**src/rtl/pc_fetch_ctrl.sv**
```systemverilog
// pc_fetch_ctrl
//   Program-counter register and fetch sequencer. Drives PC into an external
//   PCPlus4 adder and takes its PCplus4 result as the sequential next address.
//   Issues instruction-memory requests with a req/ack handshake, handles
//   stalls and branch/jump redirects, and kills a wrong-path fetch that was
//   already in flight when a redirect arrived.
//
// Ports
//   clk, reset        clock, asynchronous active-high reset
//   stall             downstream busy; no new request is started
//   redirect          branch taken / jump this cycle
//   redirect_target   new PC for a redirect
//   PCplus4           PC + 4 from the external adder
//   imem_ack          memory completed the current request
//   PC                current fetch address (also feeds PCPlus4)
//   imem_req          request outstanding at PC
//   fetch_valid       one-cycle pulse, fetch_pc is a correct-path fetch
//   fetch_pc          address of the completed fetch
//   misalign_err      sticky: a misaligned redirect target was seen
//   redirect_count    accepted redirects (counter only built when
//                     PC_FETCH_REDIRECT_CNT_EN is defined, else constant 0)

module pc_fetch_ctrl #(
  parameter logic [31:0] RESET_PC = 32'h0000_0000,
  parameter int          CNT_W    = 32
) (
  input  logic             clk,
  input  logic             reset,
  input  logic             stall,
  input  logic             redirect,
  input  logic [31:0]      redirect_target,
  input  logic [31:0]      PCplus4,
  input  logic             imem_ack,
  output logic [31:0]      PC,
  output logic             imem_req,
  output logic             fetch_valid,
  output logic [31:0]      fetch_pc,
  output logic             misalign_err,
  output logic [CNT_W-1:0] redirect_count
);

  typedef enum logic [1:0] {S_BOOT, S_REQ, S_HOLD, S_HALT} state_t;

  state_t      r_state, w_state_nxt;
  logic [31:0] r_pc, w_pc_nxt;
  logic        r_fv, w_fv_nxt;
  logic [31:0] r_fpc, w_fpc_nxt;
  logic        r_err, w_err_nxt;
  logic        r_kill, w_kill_nxt;
  logic [31:0] r_pend, w_pend_nxt;
  logic        w_misalign;

  assign w_misalign = (redirect_target[1:0] != 2'b00);

  always_ff @(posedge clk or posedge reset) begin
    if (reset) begin
      r_state <= S_BOOT;
      r_pc    <= RESET_PC;
      r_fv    <= 1'b0;
      r_fpc   <= 32'h0;
      r_err   <= 1'b0;
      r_kill  <= 1'b0;
      r_pend  <= 32'h0;
    end else begin
      r_state <= w_state_nxt;
      r_pc    <= w_pc_nxt;
      r_fv    <= w_fv_nxt;
      r_fpc   <= w_fpc_nxt;
      r_err   <= w_err_nxt;
      r_kill  <= w_kill_nxt;
      r_pend  <= w_pend_nxt;
    end
  end

  always_comb begin
    w_state_nxt = r_state;
    w_pc_nxt    = r_pc;
    w_fv_nxt    = 1'b0;
    w_fpc_nxt   = r_fpc;
    w_err_nxt   = r_err;
    w_kill_nxt  = r_kill;
    w_pend_nxt  = r_pend;
    case (r_state)
      // Redirects during BOOT are dropped; nothing has been fetched yet.
      S_BOOT: w_state_nxt = stall ? S_HOLD : S_REQ;
      S_REQ: begin
        if (redirect && w_misalign) begin
          // Stop fetching; anything in flight is thrown away.
          w_err_nxt   = 1'b1;
          w_kill_nxt  = 1'b0;
          w_state_nxt = S_HALT;
        end else if (imem_ack) begin
          if (redirect) begin
            // A same-cycle redirect supersedes any pending one.
            w_pc_nxt   = redirect_target;
            w_kill_nxt = 1'b0;
          end else if (r_kill) begin
            // Wrong-path fetch completes: drop it and jump to the saved target.
            w_pc_nxt   = r_pend;
            w_kill_nxt = 1'b0;
          end else begin
            w_fv_nxt  = 1'b1;
            w_fpc_nxt = r_pc;
            w_pc_nxt  = PCplus4;
          end
          w_state_nxt = stall ? S_HOLD : S_REQ;
        end else if (redirect) begin
          // Request cannot be withdrawn; remember the target (last one wins).
          w_kill_nxt = 1'b1;
          w_pend_nxt = redirect_target;
        end
      end
      S_HOLD: begin
        if (redirect && w_misalign) begin
          w_err_nxt   = 1'b1;
          w_state_nxt = S_HALT;
        end else begin
          if (redirect) w_pc_nxt = redirect_target;
          w_state_nxt = stall ? S_HOLD : S_REQ;
        end
      end
      default: w_state_nxt = S_HALT;
    endcase
  end

  assign PC           = r_pc;
  assign imem_req     = (r_state == S_REQ);
  assign fetch_valid  = r_fv;
  assign fetch_pc     = r_fpc;
  assign misalign_err = r_err;

`ifdef PC_FETCH_REDIRECT_CNT_EN
  logic [CNT_W-1:0] r_cnt;
  logic             w_redir_acc;

  // Every aligned redirect seen in REQ or HOLD, whether it loads PC directly
  // or goes through the kill path.
  assign w_redir_acc = redirect && !w_misalign &&
                       ((r_state == S_REQ) || (r_state == S_HOLD));

  always_ff @(posedge clk or posedge reset) begin
    if (reset)            r_cnt <= '0;
    else if (w_redir_acc) r_cnt <= r_cnt + 1'b1;
  end

  assign redirect_count = r_cnt;
`else
  assign redirect_count = '0;
`endif

endmodule
```
**config.mk**
```make
export PLATFORM = sky130hd
export DESIGN_NAME = pc_fetch_ctrl
export DESIGN_NICKNAME = d
export VERILOG_FILES = /design/src/rtl/pc_fetch_ctrl.sv
export SDC_FILE = /design/constraint.sdc
export NUM_CORES = 1
export LEC_CHECK = 0
export CORE_ASPECT_RATIO = 1.75
export CORE_MARGIN = 1.5
export CORE_UTILIZATION = 41
export CTS_BUF_LIST = sky130_fd_sc_hd__clkbuf_4 sky130_fd_sc_hd__clkbuf_8 sky130_fd_sc_hd__clkbuf_16
export DETAILED_ROUTE_END_ITERATION = 16
export GPL_ROUTABILITY_DRIVEN = 0
export PLACE_DENSITY_LB_ADDON = 0.2
export SKIP_LAST_GASP = 1
export SLEW_MARGIN = 5
export SYNTH_ARGS = -nofsm -noshare
export SYNTH_HDL_FRONTEND = slang
export SYNTH_SLANG_ARGS = --single-unit
```
**constraint.sdc**
```tcl
create_clock -name clk -period 3.36 [get_ports clk]
set_clock_uncertainty 0.2 [all_clocks]
set_input_delay 0.84 -clock clk [delete_from_list [all_inputs] [get_ports clk]]
set_output_delay 0.84 -clock clk [all_outputs]
set_load 0.1 [all_outputs]
```
==> reports/metrics.yaml, run 1 <==
die_y_um: 148
yosys_register_bits: 101
period_share: 0.776
cts-root-buf: "clkbuf_16"
slew_headroom: 0.293
synth_top_cells_by_count: "dfrtp_1, mux2_2, o21ai_0"
grt_pass1_wl_mm: 18.1
dp_hpwl_mm: 8.41
grt_max_degree: 35
synth_top_family_by_area: "multiplexers"
grt_antenna_before_repair: 0
worst-path-max-fanout: 32
diodes: 0
synth_compound_area_frac: 0.0772
postSynthCellCount: 381
worstSetupPathType: "register to register"
cts_tree: "built"
worst_pin_slew_ns: 1.06
synth_fa_ha_area_frac: 0.0101
min_period_ns: 2.61
crit_arrival_ns: 2.64
cts-hold-fix-buffers: 0
ant_nets: 0
portBuffers: 135
status: "finished, final reports clean"
ioPinCount: 168
setup-tns-final_ns: 0
hold_path.class: "register to register"
maxCapViolations: 0
dieArea_um2: 12700
grt.total_usage: 0.184
hold_viol: 0
cp-start-kind: "register"
rows: 52
wirelength_mm: 11.4
cts_setup_buffers: 0
vias: 3363
core_um2: 11600
cts_buffers: 9
report.final.slew_viol_count: 0
synth-xor-area-share: 0
die_x_um: 86.0
syn2layout_area_growth_pct: 32.9
syn_avg_cell_area_um2: 13.0
ys_warn_count: 0
drt-pass1-iter-count: 6
start_util: 0.424
synth-async-reset-ratio: 1.00
syn-cell-area_um2: 4940
synthTopCellsByArea: "dfrtp_1, mux2_2, mux2_4, mux2i_1, o21ai_0"
post_cts_resize_count: 0
yosysMostFrequentCell: "dfrtp_1"
first_global_vias: 3459
synth_edf_count: 0
worstSkewPairLatency_ns: 0.34
synthSimpleGateAreaFrac: 0.0200
endpoint_kind: "register"
drive_above_1_share: 0.384
muxShareOfSynthArea: 0.302
yosys.area.top_type: "dfrtp_1"
fin_nets: 592
synth_flop_cell: "dfrtp_1"
rsz0062_at_grt: "false"
routed_via_density: 5.10
critPathRequiredTime_ns: 3.39
synth_seq_area_share: 0.512
clock-sinks: 101
fmax_mhz: 384
drc: 0
initialDrtViolationCount: 135
clkTransAtPathRegs_ns: 0.07
synth_top_area_frac: 0.512
wire_per_inst_um: 17.2
setup_viol: 0
gr-total-overflow: 0
cts_buffer_depth: 2
h-tree-depth: 3
post_synth_num_cell_types: 26
[per-layer routing]
metal	GRT usage	routed length [um]	up-vias	share of wire
met2	0.349	6450	111	0.57
met5	0	0	-	0
met1	0.200	4180	1683	0.37
met3	0.0372	554	10	0.049
li1	-	-	1559	-
met4	0.0565	175	0	0.015
[logic make-up after synthesis]
family,after synthesis
AND/OR/NAND/NOR,18
other,1
flip-flops,101
AO/OA/AOI/OAI,72
adder cells (fa/ha/maj),4
multiplexers,126
buffers and inverters,59
[path summary, 6_finish.rpt]
path                               from            to  slack (ns)  cells after the start
setup / recovery             r_state[0]        PC[19]        0.75                      6
hold / removal             misalign_err  misalign_err        0.29                      1
setup reg to reg             r_state[0]        PC[19]        0.75                      6
hold reg to reg            misalign_err  misalign_err        0.29                      1
max in group asynchronous         reset     r_pend[8]        1.62                      3
min in group asynchronous         reset  fetch_pc[30]        0.74                      2
[flip-flops by register name (all words and copies together) (netlist names)]
register / flops
fetch_pc: 32
misalign_err: 1
r_state: 2
r_kill: 1
r_pend: 32
fetch_valid: 1
PC: 32
[layout by cell type, fill, tap and decap left out, drive strengths merged]
cell type	instances
a221oi	2
and2	2
and2b	1
buf	83
bufinv	4
clkbuf	9
clkdlybuf4s50	68
clkinv	1
clkinvlp	2
conb	32
dfrtp	101
ha	4
inv	4
mux2	94
mux2i	32
nand2	4
nand2b	3
nand3	1
nor2	2
nor3	3
o2111a	1
o21a	1
o21ai	68
or2	2
[stage by stage]
| stage | std cells | hold slack [ns] | setup WS, ns | cell area (um^2) | utilization |
|---|---|---|---|---|---|
| after floorplan | 412 | 0.253 | 0.718 | 5060 | - |
| after global placement | 643 | 0.270 | 0.523 | 6200 | 0.532 |
| after detailed placement | 643 | 0.268 | 0.450 | 6200 | 0.532 |
| after CTS | 659 | 0.288 | 0.720 | 6570 | 0.564 |
| after global routing | 659 | 0.293 | 0.523 | 6570 | 0.564 |
| final | 659 | 0.291 | 0.753 | 6570 | 0.564 |
[worst max-delay path, cell delays in order, from the launching register on]
cell	delay [ns]
dfrtp_1	0.42
inv_1	0.10
ha_1	0.45
buf_4	0.28
or2_2	0.54
o21ai_0	0.22
mux2_4	0.29
[cell type report]
type / instances / area (um^2)
fillers: 1015 / 5080
flip-flops and latches: 101 / 2530
repair buffers: 151 / 1330
multi-input cells: 252 / 2150
clock buffers: 9 / 225
well taps: 135 / 169
inverters: 4 / 18.8
clock inverters: 7 / 145
Power of run 1 is left out: the tool's default activity adds up to more than one toggle a clock period on the data nets, which glitch-free logic cannot reach.
==> run 2, diff against run 1 <==
--- a/config.mk
+++ b/config.mk
@@ -7,7 +7,7 @@
 export LEC_CHECK = 0
 export CORE_ASPECT_RATIO = 1.75
 export CORE_MARGIN = 1.5
-export CORE_UTILIZATION = 41
+export CORE_UTILIZATION = 46
 export CTS_BUF_LIST = sky130_fd_sc_hd__clkbuf_4 sky130_fd_sc_hd__clkbuf_8 sky130_fd_sc_hd__clkbuf_16
 export DETAILED_ROUTE_END_ITERATION = 16
 export GPL_ROUTABILITY_DRIVEN = 0
==> constraint.sdc (replaced) <==
create_clock -name clk -period 2.6 [get_ports clk]
set_clock_uncertainty 0.2 [all_clocks]
set_input_delay 0.65 -clock clk [delete_from_list [all_inputs] [get_ports clk]]
set_output_delay 0.65 -clock clk [all_outputs]
set_load 0.1 [all_outputs]
==> reports/metrics.yaml, run 2 (synthesized netlist as in run 1, its figures left out) <==
drive_above_1_share: 0.388  # was 0.384
vias: 3454  # was 3363
endpoint_kind: "register"  # unchanged
gr-total-overflow: 0  # unchanged
rrSetupSlack_ns: 0.41  # was 0.75 ns
worst_pin_slew_ns: 0.583  # was 1.06 ns
min_path_cells: 1  # unchanged
reg2reg_to: "PC[9]"  # was PC[19]
syn2layout_area_growth_pct: 33.6  # was 32.9%
wirelength_mm: 11.7  # was 11.4 mm
fmax_mhz: 441
initialDrtViolationCount: 208  # was 135
clkTransAtPathRegs_ns: 0.06  # was 0.07 ns
worstSkewPairLatency_ns: 0.34  # about the same
cts_tree: "built"  # unchanged
n_fill_cell: 832  # was 1015
min_period_ns: 2.27
slew_headroom: 0.612  # was 0.293
hold_start: "misalign_err"  # unchanged
start_util: 0.477  # was 0.424
grt_pass1_wl_mm: 19.0  # was 18.1 mm
cts-root-buf: "clkbuf_16"  # unchanged
rows: 49  # was 52
portBuffers: 135  # unchanged
layout_common_cells: "dfrtp_1, buf_4, clkdlybuf4s50_1"  # unchanged
grt.total_usage: 0.219  # was 0.184
die_y_um: 140  # was 148 um
drt-pass1-iter-count: 4  # was 6
wire_per_inst_um: 18.0  # was 17.2 um
period_share: 0.873
worst-path-max-fanout: 12  # was 32
core_um2: 10400  # was 11600 um^2
cp-start-kind: "primary input"  # was register
dp_hpwl_mm: 8.44  # was 8.41 mm
ioPinCount: 168  # unchanged
clock-sinks: 101  # unchanged
rsz0062_at_grt: "false"  # unchanged
cts_setup_buffers: 0  # unchanged
status: "finished, final reports clean"  # unchanged
crit_arrival_ns: 2.29  # was 2.64 ns
worstSetupPathType: "primary input to register"  # was register to register
r2r-start: "r_state[0]"  # unchanged
seqCellArea_um2: 2530  # unchanged
setup-tns-final_ns: 0  # unchanged
first_global_vias: 3737  # was 3459
hold_viol: 0  # unchanged
hold_path.class: "register to register"  # unchanged
dieArea_um2: 11400  # was 12700 um^2
report.final.slew_viol_count: 0  # unchanged
cts_buffer_depth: 2  # unchanged
r2r_cells: 6  # unchanged
die_x_um: 81.3  # was 86.0 um
diodes: 0  # unchanged
ant_nets: 0  # unchanged
h-tree-depth: 3  # unchanged
multi_input_area_um2: 2160  # was 2150 um^2
layout_commonest_cell: "dfrtp_1"  # unchanged
critPathRequiredTime_ns: 2.62  # was 3.39 ns
drc: 0  # unchanged
cts-hold-fix-buffers: 0  # unchanged
grt_antenna_before_repair: 0  # unchanged
cts_buffers: 9  # unchanged
post_cts_resize_count: 0  # unchanged
grt_max_degree: 102  # was 35
routed_via_density: 5.29  # was 5.10
setup_viol: 0  # unchanged
min_to: "misalign_err"  # unchanged
maxCapViolations: 0  # unchanged
fin_nets: 594  # was 592
-- run 2: worst max-delay path by stage --
stage | start | to | slack [ns]
global placement | redirect | fetch_pc[4] | 0.04
detailed placement | redirect | PC[5] | 0.004
finish | redirect | fetch_pc[2] | 0.33
CTS | redirect | PC[5] | 0.36
floorplan | r_state[1] | fetch_pc[10] | 0.29
global route | redirect | fetch_pc[2] | 0.26
-- run 2: area by class of cell --
type	instances	share of cell area
clock inverter	5	0.0161
multi-input combinational	252	0.327
tap	127	0.0241
clock buffer	11	0.0383
timing repair buffer	153	0.209
inverter	4	0.00284
sequential	101	0.383
-- run 2: worst max-delay path, stage by stage --
cell	delay, ns
clkdlybuf4s50_1	0.53
buf_4	0.25
nor3_4	0.24
buf_4	0.26
mux2_2	0.36
-- run 2: routing by layer --
layer | track usage | wire length, um | vias to the layer above
met5 | 0 | 0 | -
met4 | 0.0898 | 268 | 0
met3 | 0.0404 | 559 | 20
met2 | 0.381 | 6380 | 123
met1 | 0.258 | 4520 | 1737
li1 | - | - | 1574
-- run 2: through the flow --
| stage | setup slack [ns] | instances | instance area [um^2] | util | hold WS, ns |
|---|---|---|---|---|---|
| 2_1_floorplan | 0.293 | 412 | 5060 | - | 0.253 |
| 3_3_place_gp | 0.0367 | 637 | 6240 | 0.603 | 0.270 |
| 3_5_place_dp | 0.00397 | 637 | 6240 | 0.603 | 0.264 |
| 4_1_cts | 0.361 | 653 | 6600 | 0.637 | 0.288 |
| 5_1_grt | 0.262 | 653 | 6600 | 0.637 | 0.295 |
| 6_report | 0.330 | 653 | 6600 | 0.637 | 0.292 |
Power of run 2 is left out for the same reason.
